--- src/rtl/alu_exec_unit.sv ---
// Execute-stage ALU: one op per valid/ready handshake; logic/arith/illegal ops take 1 cycle, shifts take 1+shamt cycles.
// Latency: result valid 1 cycle after accept (shamt+1 for shifts with shamt>0).
// Backpressure: in_ready only in IDLE; the result holds in DONE until out_ready, so back-to-back issue is every 2 cycles.
module alu_exec_unit #(
    parameter int XLEN    = 32,
    parameter int SHAMT_W = $clog2(XLEN)
) (
    input  logic            clk,
    input  logic            rst,
    input  logic            in_valid,
    output logic            in_ready,
    input  logic [3:0]      alu_control,
    input  logic [XLEN-1:0] op_a,
    input  logic [XLEN-1:0] op_b,
    input  logic [4:0]      rd_addr,
    input  logic            regwrite_in,
    output logic            out_valid,
    input  logic            out_ready,
    output logic [XLEN-1:0] result,
    output logic [4:0]      rd_addr_out,
    output logic            regwrite_out,
    output logic            illegal_op
);

    localparam logic [3:0] OP_AND  = 4'b0000;
    localparam logic [3:0] OP_OR   = 4'b0001;
    localparam logic [3:0] OP_ADD  = 4'b0010;
    localparam logic [3:0] OP_SLL  = 4'b0011;
    localparam logic [3:0] OP_SUB  = 4'b0100;
    localparam logic [3:0] OP_SRL  = 4'b0101;
    localparam logic [3:0] OP_SLTU = 4'b0110;
    localparam logic [3:0] OP_XOR  = 4'b0111;
    localparam logic [3:0] OP_SLT  = 4'b1000;
    localparam logic [3:0] OP_SRA  = 4'b1001;

    typedef enum logic [1:0] {IDLE, SHIFT, DONE} state_t;

    state_t               state, state_nxt;
    logic [SHAMT_W-1:0]   count;
    logic [3:0]           sh_op;
    logic [SHAMT_W-1:0]   shamt;
    logic [XLEN-1:0]      alu_res;
    logic [XLEN-1:0]      shift_step;
    logic                 is_shift;
    logic                 is_illegal;
    logic                 accept;
    logic                 start_shift;

    assign shamt       = op_b[SHAMT_W-1:0];
    assign accept      = in_valid && in_ready;
    assign start_shift = is_shift && (shamt != '0);

    // Shifts with shamt==0 fall through to op_a so they complete in one cycle.
    always_comb begin
        alu_res    = '0;
        is_shift   = 1'b0;
        is_illegal = 1'b0;
        case (alu_control)
            OP_AND:  alu_res = op_a & op_b;
            OP_OR:   alu_res = op_a | op_b;
            OP_ADD:  alu_res = op_a + op_b;
            OP_SUB:  alu_res = op_a - op_b;
            OP_XOR:  alu_res = op_a ^ op_b;
            OP_SLTU: alu_res = {{(XLEN-1){1'b0}}, (op_a < op_b)};
            OP_SLT:  alu_res = {{(XLEN-1){1'b0}}, ($signed(op_a) < $signed(op_b))};
            OP_SLL, OP_SRL, OP_SRA: begin
                alu_res  = op_a;
                is_shift = 1'b1;
            end
            default: is_illegal = 1'b1;
        endcase
    end

    always_comb begin
        case (sh_op)
            OP_SLL:  shift_step = {result[XLEN-2:0], 1'b0};
            OP_SRL:  shift_step = {1'b0, result[XLEN-1:1]};
            default: shift_step = {result[XLEN-1], result[XLEN-1:1]};
        endcase
    end

    always_ff @(posedge clk) begin
        if (rst) state <= IDLE;
        else     state <= state_nxt;
    end

    always_comb begin
        state_nxt = state;
        in_ready  = 1'b0;
        out_valid = 1'b0;
        case (state)
            IDLE: begin
                in_ready = 1'b1;
                if (in_valid) state_nxt = start_shift ? SHIFT : DONE;
            end
            SHIFT: begin
                if (count == SHAMT_W'(1)) state_nxt = DONE;
            end
            DONE: begin
                out_valid = 1'b1;
                if (out_ready) state_nxt = IDLE;
            end
            default: state_nxt = IDLE;
        endcase
    end

    // The result register doubles as the shift register while in SHIFT.
    always_ff @(posedge clk) begin
        if (rst) begin
            result       <= '0;
            rd_addr_out  <= '0;
            regwrite_out <= 1'b0;
            illegal_op   <= 1'b0;
            count        <= '0;
            sh_op        <= '0;
        end else if (accept) begin
            rd_addr_out  <= rd_addr;
            regwrite_out <= regwrite_in && !is_illegal;
            illegal_op   <= is_illegal;
            sh_op        <= alu_control;
            result       <= alu_res;
            if (start_shift) count <= shamt;
        end else if (state == SHIFT) begin
            result <= shift_step;
            count  <= count - SHAMT_W'(1);
        end
    end

endmodule

--- config.mk ---
export PLATFORM = sky130hd
export DESIGN_NAME = alu_exec_unit
export DESIGN_NICKNAME = d
export VERILOG_FILES = /design/src/rtl/alu_exec_unit.sv
export SDC_FILE = /design/constraint.sdc
export NUM_CORES = 1
export LEC_CHECK = 0
export ABC_AREA = 0
export ABC_CLOCK_PERIOD_IN_PS = 3000
export CAP_MARGIN = 20
export CORE_MARGIN = 4
export CORE_UTILIZATION = 25
export DETAILED_ROUTE_END_ITERATION = 7
export SKIP_LAST_GASP = 1
export SYNTH_ARGS = -nofsm -noshare
export SYNTH_HDL_FRONTEND = slang
export SYNTH_SLANG_ARGS = --single-unit
--- constraint.sdc ---
create_clock -name clk -period 3 [get_ports clk]
set_clock_uncertainty 0.1 [all_clocks]
set_input_delay 0.3 -clock clk [delete_from_list [all_inputs] [get_ports clk]]
set_output_delay 0.3 -clock clk [all_outputs]
set_load 0.02 [all_outputs]
==> impl_metrics.env <==
export IMPL_status="finished with violations"
export IMPL_violations="setup timing"
export IMPL_p_clk_frac=0.189
export IMPL_yosysMostFrequentCell="nand2_1"
export IMPL_synthFlopType="dfxtp_1"
export IMPL_vias=9929
export IMPL_ctsRootBufferMaster="clkbuf_16"
export IMPL_cp_required_ns=3.12
export IMPL_cap_violations=0
export IMPL_fmax_mhz=323
export IMPL_cp_max_fo=3
export IMPL_multi_input_area_um2=6820
export IMPL_fillerInstances=3047
export IMPL_port_buffers=118
export IMPL_antenna_cells=0
export IMPL_avgSynthCellArea_um2=6.89
export IMPL_async_flop_share=0
export IMPL_ios=119
export IMPL_routedWlPerCell_um=17.8
export IMPL_postCtsHoldBufs=0
export IMPL_regArea_um2=1000
export IMPL_dp_cells=1815
export IMPL_setup_viol=4
export IMPL_rsz0062_at_grt="yes"
export IMPL_hold_class="reg -> reg"
export IMPL_post_route_util=0.415
export IMPL_grt_ovfl_total=0
export IMPL_num_rows=63
export IMPL_switching_share=0.397
export IMPL_min_period_over_period=1.03
export IMPL_antenna_found_initial=0
export IMPL_fin_cells=1853
export IMPL_p_per_area_nw_per_um2=280
export IMPL_synth_edf_count=0
export IMPL_synth_area_leaders="ha_1 (18%), dfxtp_1 (13%), a21oi_1 (9.1%)"
export IMPL_end_kind="flop"
export IMPL_synth_top_area_share=0.181
export IMPL_drt_iter0_drc=851
export IMPL_hold_viol=0
export IMPL_drc=0
export IMPL_cp_arrival_ns=3.22
export IMPL_p_seq_frac=0.220
export IMPL_syn_cell_area_um2=7620
export IMPL_clkSinkCount=50
export IMPL_dp_hpwl_um=25400
export IMPL_vias_per_cell=5.36
export IMPL_finalWirelength_um=32900
export IMPL_track_usage=0.185
export IMPL_syn_nets=1297
export IMPL_layout_nets=1652
export IMPL_grt_pass1_vias=9639
export IMPL_relSlewSlack=0.582
export IMPL_clk_latency_ns=0.29
export IMPL_start_util=0.255
export IMPL_p_comb_frac=0.591
export IMPL_die_w_um=183
export IMPL_ctsHtreeMaxLevel=2
export IMPL_cts_made_buffers=5
export IMPL_start_kind="input pin"
export IMPL_cts_tree="built"
export IMPL_worst_slack_ns=-0.0978
export IMPL_grt_pass1_wl_um=51200
export IMPL_leakage_nw=5.40
export IMPL_core_area_um2=29900
export IMPL_ant_nets=0
export IMPL_place_ws_ns=-0.919
export IMPL_clockBufferDepth=2
export IMPL_dr_pass1_iters=5
export IMPL_ys_ff_latch=50
export IMPL_areaGrowthSynthToFinish_pct=62.6
export IMPL_syn_inst=1107
export IMPL_yosys_area_top_type="ha_1"
export IMPL_p_sw_mw=1.37
export IMPL_grt_max_degree=30
export IMPL_yosysWarnings=0
export IMPL_drive_gt1_frac=0.337
export IMPL_tightest_slew_ns=0.628
export IMPL_place_gp_congestion=0.928
export IMPL_synthTopCellsByCount="nand2_1 (145), a21oi_1 (138), ha_1 (110), inv_1 (101), nor2_1 (88)"
export IMPL_yosysSeqAreaShare=0.131
export IMPL_vdd_ir_drop_max_v=0.000196
export IMPL_ys_types=79
export IMPL_fp_dieH_um=183
export IMPL_intPower_mw=2.09
export IMPL_die_area_um2=33400
export IMPL_period_minus_slack_ns=3.10
export IMPL_path_class="in -> reg"
export IMPL_maxSlewViolCount=0
export IMPL_path_clk_slew_ns=0.07
## layout make-up
| cell class | instances | share of cell area |
|---|---|---|
| Clock buffer | 5 | 0.0101 |
| Clock inverter | 3 | 0.00323 |
| Inverter | 101 | 0.0330 |
| Multi-Input combinational cell | 883 | 0.551 |
| Sequential cell | 50 | 0.0808 |
| Tap cell | 390 | 0.0394 |
| Timing Repair Buffer | 421 | 0.283 |
## layer usage
metal,global-route usage,up-vias,share of wire
met2,0.304,434,0.46
li1,-,4736,-
met5,0,-,0
met1,0.253,4690,0.44
met4,0.0567,0,0.032
met3,0.0231,69,0.067
## worst max-delay path, cell delays in order
cell,delay [ns]
buf_8,0.10
inv_6,0.05
ha_4,0.19
or3_4,0.38
or4_4,0.53
nor4b_4,0.29
o211ai_4,0.14
a311oi_4,0.38
buf_4,0.19
a21oi_2,0.06
o2111a_1,0.27
mux2i_1,0.15
a21oi_1,0.08
o22ai_1,0.11
## sequential cells by signal (all words and copies together) (netlist names)
name	count
count	5
state	2
result	32
rd_addr_out	5
illegal_op	1
sh_op	4
regwrite_out	1
## power groups by stage
stage	Sequential (mW)	Combinational (mW)	Clock (mW)
after detailed placement	0.777	1.76	0
after global placement	0.776	1.74	0
after CTS	0.761	1.92	0.674
after global routing	0.768	2.21	0.693
final	0.763	2.05	0.656
after floorplan	0.798	0.858	0
## through the flow
| step | area (um^2) | hold slack (ns) | power [mW] | setup TNS, ns |
|---|---|---|---|---|
| 4_1_cts | 12000 | 0.356 | 3.36 | -0.662 |
| 3_3_place_gp | 11200 | 0.338 | 2.51 | -15.86 |
| 5_1_grt | 12400 | 0.380 | 3.68 | -1.19 |
| 3_5_place_dp | 11200 | 0.346 | 2.53 | -16.66 |
| 2_1_floorplan | 7680 | 0.332 | 1.66 | -0.206 |
| 6_report | 12400 | 0.353 | 3.47 | -0.312 |
## cells by family after synthesis
| family | count (synthesis) | share of synthesized area |
|---|---|---|
| XOR/XNOR | 11 | 0.0126 |
| adder cells (fa/ha/maj) | 112 | 0.186 |
| AND/OR/NAND/NOR | 335 | 0.201 |
| AO/OA/AOI/OAI | 420 | 0.373 |
| flip-flops | 50 | 0.131 |
| buffers and inverters | 174 | 0.0896 |
| multiplexers | 5 | 0.00673 |
## worst paths after layout
kind,from,endpoint,slack [ns],cells after the start
hold / removal,rd_addr_out[4],rd_addr_out[4],0.35,2
setup / recovery,op_b[15],result[29],-0.1,14
hold reg to reg,rd_addr_out[4],rd_addr_out[4],0.35,2
setup reg to reg,sh_op[0],result[17],0.91,8
## cell usage in the layout, fill, tap and decap left out, drive strengths merged, types with 38 or more instances in the layout
master	Yosys	routed
dfxtp	50	50
inv	101	101
ha	110	110
buf	15	314
clkdlybuf4s50	0	77
a21oi	139	139
o21ai	53	53
nor2	88	88
nand2	145	145
a221oi	38	38
## what timing repair did
action	4_1_cts	5_1_grt
cloned	0	0
gates resized for setup	158	127
buffers inserted	21	12
setup endpoints to repair	24	20
pin swaps	56	63
(Power assumes the default switching activity.)
